File: config.mk
export PLATFORM = sky130hd
export DESIGN_NAME = reg_wb_queue
export DESIGN_NICKNAME = d
export VERILOG_FILES = /design/src/rtl/reg_wb_queue_pkg.sv /design/src/rtl/reg_wb_fwd_match.sv /design/src/rtl/reg_wb_queue.sv
export SDC_FILE = /design/constraint.sdc
export NUM_CORES = 1
export LEC_CHECK = 0
export ABC_AREA = 1
export ABC_CLOCK_PERIOD_IN_PS = 2300
export BUFFER_PORTS_ARGS = -buffer_cell sky130_fd_sc_hd__clkbuf_2
export CAP_MARGIN = 25
export CORE_MARGIN = 2
export CORE_UTILIZATION = 30
export CTS_CLUSTER_DIAMETER = 40
export DETAILED_ROUTE_END_ITERATION = 8
export GPL_TIMING_DRIVEN = 0
export MAX_ROUTING_LAYER = met4
export PLACE_DENSITY = 0.59
export RECOVER_POWER = 25
export SYNTH_ARGS = -nofsm -noshare
export SYNTH_HDL_FRONTEND = slang
export SYNTH_SLANG_ARGS = --single-unit
File: constraint.sdc
create_clock -name clk -period 2.3 [get_ports clk]
set_clock_uncertainty 0.05 [all_clocks]
set_input_delay 0.345 -clock clk [delete_from_list [all_inputs] [get_ports clk]]
set_output_delay 0.345 -clock clk [all_outputs]
set_load 0.005 [all_outputs]
File: src/rtl/reg_wb_queue_pkg.sv
// Shared defaults and entry type for the register writeback queue.
// Forwarding is compiled in only when REG_WB_BYPASS_EN is defined.
package reg_wb_queue_pkg;

   localparam int REG_WB_DATA_W = 16;
   localparam int REG_WB_ADDR_W = 3;
   localparam int REG_WB_DEPTH  = 4;

   typedef struct packed {
      logic [REG_WB_ADDR_W-1:0] addr;
      logic [REG_WB_DATA_W-1:0] data;
   } wb_entry_t;

endpackage

File: src/rtl/reg_wb_fwd_match.sv
// Youngest-match search over the occupied queue slots for one read port.
module reg_wb_fwd_match
   import reg_wb_queue_pkg::*;
#(
   parameter int DEPTH  = REG_WB_DEPTH,
   parameter int DATA_W = REG_WB_DATA_W,
   parameter int ADDR_W = REG_WB_ADDR_W
) (
   input  logic [$clog2(DEPTH)-1:0] rd_ptr,
   input  logic [$clog2(DEPTH):0]   count,
   input  logic [ADDR_W-1:0]        entry_addr [DEPTH],
   input  logic [DATA_W-1:0]        entry_data [DEPTH],
   input  logic [ADDR_W-1:0]        read_addr,
   input  logic [DATA_W-1:0]        read_data,
   output logic [DATA_W-1:0]        fwd_data
);

   localparam int PTR_W = $clog2(DEPTH);
   localparam int CNT_W = PTR_W + 1;

   logic [PTR_W-1:0] slot;

   // Walk oldest to youngest so the last hit (youngest) wins.
   always_comb begin
      fwd_data = read_data;
      slot     = '0;
      for (int unsigned i = 0; i < unsigned'(DEPTH); i++) begin
         slot = rd_ptr + PTR_W'(i);
         if ((CNT_W'(i) < count) && (entry_addr[slot] == read_addr)) begin
            fwd_data = entry_data[slot];
         end
      end
   end

endmodule

File: src/rtl/reg_wb_queue.sv
// In-order writeback queue draining into the register file, with optional
// read forwarding of pending writes (define REG_WB_BYPASS_EN to enable).
module reg_wb_queue
   import reg_wb_queue_pkg::*;
#(
   parameter int DEPTH  = REG_WB_DEPTH,
   parameter int DATA_W = REG_WB_DATA_W,
   parameter int ADDR_W = REG_WB_ADDR_W
) (
   input  logic                     clk,
   input  logic                     rst,
   input  logic                     wb_valid,
   output logic                     wb_ready,
   input  logic [ADDR_W-1:0]        wb_addr,
   input  logic [DATA_W-1:0]        wb_data,
   input  logic                     wb_hold,
   output logic                     reg_write_en,
   output logic [ADDR_W-1:0]        reg_write_addr,
   output logic [DATA_W-1:0]        reg_write_data,
   input  logic [ADDR_W-1:0]        reg_read_addr1,
   input  logic [ADDR_W-1:0]        reg_read_addr2,
   input  logic [DATA_W-1:0]        reg_read_data1,
   input  logic [DATA_W-1:0]        reg_read_data2,
   output logic [DATA_W-1:0]        fwd_read_data1,
   output logic [DATA_W-1:0]        fwd_read_data2,
   output logic [$clog2(DEPTH):0]   pending_cnt,
   output logic                     empty
);

   localparam int PTR_W = $clog2(DEPTH);
   localparam int CNT_W = PTR_W + 1;

   logic [ADDR_W-1:0] mem_addr [DEPTH];
   logic [DATA_W-1:0] mem_data [DEPTH];
   logic [PTR_W-1:0]  rd_ptr;
   logic [PTR_W-1:0]  wr_ptr;
   logic [CNT_W-1:0]  count;
   logic              push;
   logic              pop;

   assign empty          = (count == '0);
   assign pending_cnt    = count;
   assign reg_write_en   = !rst && !empty && !wb_hold;
   assign wb_ready       = !rst && ((count < CNT_W'(DEPTH)) || reg_write_en);
   assign push           = wb_valid && wb_ready;
   assign pop            = reg_write_en;
   assign reg_write_addr = empty ? '0 : mem_addr[rd_ptr];
   assign reg_write_data = empty ? '0 : mem_data[rd_ptr];

   always_ff @(posedge clk) begin
      if (rst) begin
         rd_ptr <= '0;
         wr_ptr <= '0;
         count  <= '0;
      end else begin
         if (push) wr_ptr <= wr_ptr + 1'b1;
         if (pop)  rd_ptr <= rd_ptr + 1'b1;
         case ({push, pop})
            2'b10:   count <= count + 1'b1;
            2'b01:   count <= count - 1'b1;
            default: count <= count;
         endcase
      end
   end

   // Storage is never reset; occupancy is tracked solely by the count.
   always_ff @(posedge clk) begin
      if (push) begin
         mem_addr[wr_ptr] <= wb_addr;
         mem_data[wr_ptr] <= wb_data;
      end
   end

`ifdef REG_WB_BYPASS_EN
   reg_wb_fwd_match #(
      .DEPTH (DEPTH),
      .DATA_W(DATA_W),
      .ADDR_W(ADDR_W)
   ) u_fwd1 (
      .rd_ptr    (rd_ptr),
      .count     (count),
      .entry_addr(mem_addr),
      .entry_data(mem_data),
      .read_addr (reg_read_addr1),
      .read_data (reg_read_data1),
      .fwd_data  (fwd_read_data1)
   );

   reg_wb_fwd_match #(
      .DEPTH (DEPTH),
      .DATA_W(DATA_W),
      .ADDR_W(ADDR_W)
   ) u_fwd2 (
      .rd_ptr    (rd_ptr),
      .count     (count),
      .entry_addr(mem_addr),
      .entry_data(mem_data),
      .read_addr (reg_read_addr2),
      .read_data (reg_read_data2),
      .fwd_data  (fwd_read_data2)
   );
`else
   assign fwd_read_data1 = reg_read_data1;
   assign fwd_read_data2 = reg_read_data2;
`endif

endmodule

* Yosys cells after proc, flatten, opt, wreduce, memory -nomap -nowiden
Memory sizes are Yosys's and may differ from the RTL's. A register that Yosys moved wholly into a read port is not among the register bits.
Index checks and enable logic that the tools add are counted.
** Word-level totals
- Flip-flop bits (word level) :: 7
- RAM bits :: 76
- Memories :: 2
** Cells by class
- Add/sub/neg operators :: 4
- Magnitude comparators :: 1
- Equality and inequality tests :: 2
- Muxes and demuxes :: 9
- Reductions and logical operators :: 10
** Memories
- mem_data :: depth 4, width 16, rd ports 1, clocked after memory_dff 1, wr ports 1, line reg_wb_queue.sv:34 : logic [DATA_W-1:0] mem_data [DEPTH];
- mem_addr :: depth 4, width 3, rd ports 1, clocked after memory_dff 1, wr ports 1, line reg_wb_queue.sv:33 : logic [ADDR_W-1:0] mem_addr [DEPTH];
** Operators with widths (number)
- 16-bit two-way mux :: 1
- 2-bit two-way mux :: 4
- 3-bit one-hot mux with 2 select lines :: 1
- 2-bit by 1-bit adder with 2-bit output, second input constant :: 2
- 1-bit logical AND :: 4
- 3-bit by 1-bit adder with 3-bit output, second input constant :: 1
- 1-bit logical NOT :: 3
- 3-bit logical NOT :: 1
- 3-bit < comparator, second input constant :: 1
- 3-bit two-way mux :: 1
- 3-bit by 1-bit subtractor with 3-bit output, second input constant :: 1
- 2-bit by 1-bit == test with 1-bit output, second input constant :: 1
- 2-bit == test, second input constant :: 1
- 1-bit two-way mux :: 2
- 2-bit nonzero test :: 1
- 1-bit logical OR :: 1

* Longest topological paths before layout
Gate-level depths: netlist (run 1).
- Depth after elaboration :: 9
- Depth in mapped cells :: 13
- Mapped depth without buffers :: 13

* Worst setup path after synthesis (run 1)
No wires, ideal clock.
- Path type :: input port to flip-flop
- Start :: in wb_hold
- End :: mem mem_addr[0][0] (netlist name) (enable)
- Library setup time :: 0.395 ns
- Arrival time :: 1.546 ns
- Data required time :: 1.855 ns
- Path slack :: 0.309 ns
- Cell stages on the path :: 3
- Path buffers :: 0
- Cell sequence :: a21oi_2 -> nand2_1 -> nor2_1
** Between the ends
- Word-level cells in the longest chain between the ends :: 7
** RTL lines
- start: declaration :: line reg_wb_queue.sv:16 : input logic wb_hold,
- 1-bit logical NOT :: line reg_wb_queue.sv:43 : assign reg_write_en = !rst && !empty && !wb_hold;
- 1-bit logical AND :: line reg_wb_queue.sv:43
- 1-bit logical OR :: line reg_wb_queue.sv:44 : assign wb_ready = !rst && ((count < CNT_W'(DEPTH)) || reg_write_en);
- 1-bit logical AND :: line reg_wb_queue.sv:44
- 1-bit logical AND :: line reg_wb_queue.sv:45 : assign push = wb_valid && wb_ready;
- 1-bit two-way mux :: line reg_wb_queue.sv:68 : if (push) begin
- 1-bit two-way mux (not written as such) :: line reg_wb_queue.sv:69 : mem_addr[wr_ptr] <= wb_addr;
- end: declaration :: line reg_wb_queue.sv:33
No other way between the ends.

==> results.sh, run 1 <==
export IMPL_muxShareOfSynthArea_pct=0
export IMPL_cts_tree="done"
export IMPL_synth_compound_area_share_pct=8.68
export IMPL_cp_start_kind="flip-flop"
export IMPL_fin_crit_ns=2.11
export IMPL_dieWidth_um=115
export IMPL_leakage_nw=1.85
export IMPL_core_region_area_sq_um=12000
export IMPL_drt_wirelength_per_cell_um=14.0
export IMPL_synthAdderAreaFrac_pct=2.25
export IMPL_clkPwrFrac_pct=40.4
export IMPL_cts_made_buffers=9
export IMPL_antenna_found_initial=0
export IMPL_area_growth_pct=25.7
export IMPL_cts_resized=0
export IMPL_yosysTopAreaCellShare_pct=62.1
export IMPL_layout_commonest_cell="nor2_1"
export IMPL_switching_share_pct=22.6
export IMPL_seqPwrFrac_pct=47.2
export IMPL_yosysTopAreaCell="edfxtp_1"
export IMPL_overflow=0
export IMPL_dpl_hpwl_um=5710
export IMPL_timing_final_crit_share_pct=91.9
export IMPL_start_util_pct=30.7
export IMPL_cp_arrival_ns=1.72
export IMPL_status="completed"
export IMPL_worst_slack_ns=0.186
export IMPL_path_delay_family="buffers and inverters"
export IMPL_end_kind="primary output"
export IMPL_vias=2549
export IMPL_crit_chain="inv_2, buf_1, nor2_1, o21ai_1, a21oi_1, clkbuf_2"
export IMPL_ios=118
export IMPL_fmax_mhz=473
export IMPL_syn_avg_cell_area_sq_um=11.2
export IMPL_port_buffers=79
export IMPL_path_class="reg -> out"
export IMPL_placed_area_sq_um=4320
export IMPL_synth_cell_types=18
export IMPL_clock_path_buffers=2
export IMPL_final_cell_mix="84 x nor2_1, 76 x edfxtp_1, 64 x clkbuf_2"
export IMPL_final_nets=488
export IMPL_fin_setup_tns_ns=0
export IMPL_worstPathMaxFanout=10
export IMPL_grt_pass1_vias=2459
export IMPL_irDropWorstVdd_mv=0.315
export IMPL_rows=40
export IMPL_maxCapViolations=0
export IMPL_fin_area_sq_um=4620
export IMPL_path_buf_inv=3
export IMPL_worst_pin_slew_ns=0.634
export IMPL_wirelength_um=8020
export IMPL_yosys_area_share_simple_pct=11.3
export IMPL_synth_ff_type="edfxtp_1"
export IMPL_die_area_sq_um=13200
export IMPL_min_path_type="in -> reg"
export IMPL_synth_nets=394
export IMPL_ant_nets=0
export IMPL_via_per_inst=4.45
export IMPL_synth_xor_xnor_area_share_pct=0
export IMPL_grt_pass1_wl_um=12200
export IMPL_rsz0062_at_grt="no"
export IMPL_synth_seq_cells=85
export IMPL_intPower_mw=2.87
export IMPL_utilization_pct=38.6
export IMPL_critical_path_slowest_cell="buf_1"
export IMPL_insertion_delay_ns=0.33
export IMPL_relSlewSlack_pct=57.7
export IMPL_gp_congestion=0.727
export IMPL_powerDensity_nw_per_um2=802
export IMPL_required_ns=1.90
export IMPL_ys_seq_area_share_pct=67.0
export IMPL_diodes=0
export IMPL_grt_util_all_layers_pct=12.7
export IMPL_async_flop_share_pct=0
export IMPL_syn_inst=327
export IMPL_slew_violations=0
export IMPL_yosysWarnings=0
export IMPL_setup_viol=0
export IMPL_die_h_um=115
export IMPL_drc=0
export IMPL_fillers=1136
export IMPL_worst_r2r_setup_slack_ns=0.40
export IMPL_synth_top_family_by_area="simple AND/OR/NAND/NOR gates"
export IMPL_comb_power_share_pct=12.4
export IMPL_layout_drive_gt1_share_pct=31.0
export IMPL_cts_setup_buffers=0
export IMPL_synth_edf_count=76
export IMPL_cp_slowest_stage_delay_ns=0.46
export IMPL_drt_iter0_drc=92
export IMPL_firstDrtPassIters=4
export IMPL_synth_area_sq_um=3670
export IMPL_clkSlewWorstSetupHoldPaths_ns=0.06
export IMPL_hold_violations=0
export IMPL_place_ws_ns=0.242
export IMPL_power_switching_mw=0.837
export IMPL_cts_root_buffer="clkbuf_16"
export IMPL_cts_max_level=3
export IMPL_cts_sinks=85
export IMPL_hold_buffers=0
export IMPL_grt_max_degree=15
export IMPL_synth_area_top_cells="edfxtp_1 62%, nor2_1 9.0%, buf_4 6.7%, dfxtp_1 4.9%, a21oi_1 3.0%"
[synthesized netlist by cell type, types with 3 or more instances]
cell type / count
inv_1: 17
buf_6: 3
o21ai_1: 20
buf_4: 33
edfxtp_1: 76
a21oi_1: 22
o21ai_0: 20
nor2_1: 88
nand2_1: 15
dfxtp_1: 9
nand3_1: 6
ha_1: 5
buf_2: 6
[worst paths after layout]
| check | from | to | cells after the start |
|---|---|---|---|
| max | flip-flop | reg_write_data[5] | 6 |
| min | wb_addr[0] | mem_addr[3][0]$_DFFE_PP_ | 1 |
| min reg2reg | wr_ptr[1]$_SDFFE_PP0P_ | wr_ptr[1]$_SDFFE_PP0P_ | 2 |
| max reg2reg | pending_cnt[2]$_SDFFE_PP0P_ | mem_data[2][11]$_DFFE_PP_ | 4 |
[final cells by class]
type | instances | area [sq um] | area share (%)
Clock inverter | 7 | 90.1 | 1.95
Sequential cell | 85 | 2460 | 53.3
Multi-Input combinational cell | 178 | 828 | 17.9
Inverter | 19 | 71.3 | 1.54
Clock buffer | 9 | 225 | 4.87
Timing Repair Buffer | 83 | 437 | 9.45
Tap cell | 147 | 184 | 3.98
Buffer | 45 | 323 | 6.99
[through the flow]
| step | total power, mW | cells | hold WS, ns |
|---|---|---|---|
| after global routing | 3.86 | 573 | 0.197 |
| after global placement | 2.23 | 553 | 0.441 |
| after floorplan | 2.03 | 327 | 0.367 |
| after CTS | 3.75 | 573 | 0.173 |
| final | 3.70 | 573 | 0.187 |
| after detailed placement | 2.25 | 557 | 0.454 |
[worst reg2reg max path, stage by stage, from the launching register on]
cell and delay, ns:
dfxtp_1 0.34, a21oi_2 0.19, nand2_1 0.23, nor2_2 0.56, buf_8 0.23
[sequential cells by signal (all words and copies together), names as in the netlist, named ones only]
register,count
mem_data,64
mem_addr,12
pending_cnt,3
rd_ptr,2
wr_ptr,2
[power by group through the flow]
stage	sequential, mW	clock, mW	combinational, mW
after global placement	1.78	0	0.453
after CTS	1.75	1.53	0.472
after floorplan	1.78	0	0.254
after detailed placement	1.78	0	0.471
final	1.75	1.50	0.458
after global routing	1.75	1.59	0.519
[cells by family (layout without fill, tap and decap cells)]
logic type	count (synthesis)	count (layout)
adder cells (fa/ha/maj)	6	6
buffers and inverters	64	163
AO/OA/AOI/OAI	63	63
AND/OR/NAND/NOR	109	109
flip-flops	85	85
[metal layers]
| layer | track usage, % | share of wire (%) |
|---|---|---|
| met3 | 3.55 | 7.0 |
| met2 | 21.0 | 48 |
| met5 | - | 0 |
| met1 | 14.8 | 44 |
| met4 | 4.63 | 1.3 |
No activity file was read; power rests on OpenSTA's default activity.
==> run 2, diff against run 1 <==
--- a/config.mk
+++ b/config.mk
@@ -9,7 +9,7 @@
 export ABC_CLOCK_PERIOD_IN_PS = 2300
 export BUFFER_PORTS_ARGS = -buffer_cell sky130_fd_sc_hd__clkbuf_2
 export CAP_MARGIN = 25
-export CORE_MARGIN = 2
+export CORE_MARGIN = 1.5
 export CORE_UTILIZATION = 30
 export CTS_CLUSTER_DIAMETER = 40
 export DETAILED_ROUTE_END_ITERATION = 8
==> results.sh, run 2 (synthesis results as in run 1) <==
export IMPL_hold_path_depth=1
export IMPL_largest_register_ffs=64
export IMPL_final_cell_mix="84 x nor2_1, 76 x edfxtp_1, 65 x clkbuf_2"
export IMPL_worst_pin_slew_ns=0.639
export IMPL_cts_sinks=85
export IMPL_grt_max_degree=14
export IMPL_drc=0
export IMPL_clkSlewWorstSetupHoldPaths_ns=0.06
export IMPL_cts_root_buffer="clkbuf_16"
export IMPL_diodes=0
export IMPL_r2r_cells=11
export IMPL_grt_pass1_wl_um=12200
export IMPL_layout_drive_gt1_share_pct=30.8
export IMPL_cts_setup_buffers=0
export IMPL_timing_final_crit_share_pct=93.3
export IMPL_grt_pass1_vias=2440
export IMPL_via_per_inst=4.54
export IMPL_dp_cells=557
export IMPL_cp_arrival_ns=1.75
export IMPL_rows=40
export IMPL_worstSetupEndpoint="reg_write_data[5]"
export IMPL_core_region_area_sq_um=12000
export IMPL_drt_wirelength_per_cell_um=14.1
export IMPL_fin_cells=573
export IMPL_worstReg2RegEnd="pending_cnt[2]$_SDFFE_PP0P_"
export IMPL_leakage_nw=1.85
export IMPL_fmax_mhz=466
export IMPL_power_mw=3.68
export IMPL_drt_iter0_drc=118
export IMPL_start_util_pct=30.7
export IMPL_ios=118
export IMPL_end_kind="primary output"
export IMPL_vias=2604
export IMPL_insertion_delay_ns=0.33
export IMPL_dpl_hpwl_um=5510
export IMPL_cts_made_buffers=9
export IMPL_top_register="mem_data"
export IMPL_required_ns=1.90
export IMPL_relSlewSlack_pct=57.4
export IMPL_dieWidth_um=114
export IMPL_cts_resized=0
export IMPL_min_path_type="in -> reg"
export IMPL_cts_tree="done"
export IMPL_overflow=0
export IMPL_area_growth_pct=25.5
export IMPL_fillers=1129
export IMPL_powerDensity_nw_per_um2=799
export IMPL_ant_nets=0
export IMPL_status="completed"
export IMPL_cts_max_level=3
export IMPL_firstDrtPassIters=4
export IMPL_setup_viol=0
export IMPL_die_area_sq_um=12900
export IMPL_critPathLaunch="pending_cnt[2]$_SDFFE_PP0P_"
export IMPL_slew_violations=0
export IMPL_worstPathMaxFanout=10
export IMPL_r2r_start="pending_cnt[2]$_SDFFE_PP0P_"
export IMPL_hold_violations=0
export IMPL_irDropWorstVdd_mv=0.419
export IMPL_fin_setup_tns_ns=0
export IMPL_worst_r2r_setup_slack_ns=0.35
export IMPL_grt_util_all_layers_pct=13.0
export IMPL_maxCapViolations=0
export IMPL_die_h_um=114
export IMPL_antenna_found_initial=0
export IMPL_final_nets=488
export IMPL_rsz0062_at_grt="no"
export IMPL_gp_congestion=0.738
export IMPL_port_buffers=79
export IMPL_path_class="reg -> out"
export IMPL_fin_crit_ns=2.15
export IMPL_cp_start_kind="flip-flop"
export IMPL_hold_buffers=0
export IMPL_layout_commonest_cell="nor2_1"
export IMPL_wirelength_um=8060
export IMPL_utilization_pct=38.6
export IMPL_clock_path_buffers=2
==> run 2: how the worst min path moves through the flow <==
stage                                      endpoint                   start
after floorplan              wr_ptr[0]$_SDFFE_PP0P_                     rst
after global placement       rd_ptr[1]$_SDFFE_PP0P_  rd_ptr[1]$_SDFFE_PP0P_
after detailed placement     rd_ptr[1]$_SDFFE_PP0P_  rd_ptr[1]$_SDFFE_PP0P_
after CTS                 mem_data[2][14]$_DFFE_PP_             wb_data[14]
after global routing       mem_addr[3][0]$_DFFE_PP_              wb_addr[0]
final                      mem_data[1][3]$_DFFE_PP_              wb_data[3]
==> run 2: report_power, final <==
part	total, mW	internal (mW)	leakage, nW	switching [mW]
combinational	0.462	0.193	0.932	0.269
sequential	1.75	1.73	0.763	0.0179
clock	1.47	0.939	0.151	0.535
total	3.68	2.86	1.85	0.823
==> run 2: layout make-up <==
type | count | area [sq um] | share of cell area, %
Sequential cell | 85 | 2460 | 53.4
Multi-Input combinational cell | 178 | 828 | 18.0
Timing Repair Buffer | 83 | 438 | 9.49
Buffer | 45 | 323 | 7.00
Clock buffer | 10 | 229 | 4.96
Tap cell | 147 | 184 | 3.99
Clock inverter | 6 | 77.6 | 1.68
Inverter | 19 | 71.3 | 1.55
==> run 2: metrics by stage <==
stage / setup WS (ns) / hold slack [ns] / area [sq um]
floorplan: 0.309 / 0.367 / 3670
global placement: -0.544 / 0.440 / 4250
detailed placement: 0.215 / 0.442 / 4320
CTS: 0.133 / 0.171 / 4630
global route: 0.00791 / 0.201 / 4610
finish: 0.153 / 0.193 / 4610
==> run 2: critical path, stage by stage, from the launching register on <==
cell      delay [ns]
dfxtp_1         0.34
nor2_1          0.11
nand2_1         0.11
inv_1           0.09
clkbuf_1        0.44
a21oi_1         0.16
clkbuf_2        0.15
==> run 2: routing by layer <==
metal	routed length, um	up-vias	global-route usage [%]
met3	649	14	2.82
li1	-	1265	-
met5	0	-	-
met2	3810	136	21.2
met1	3460	1189	15.2
met4	143	0	6.33
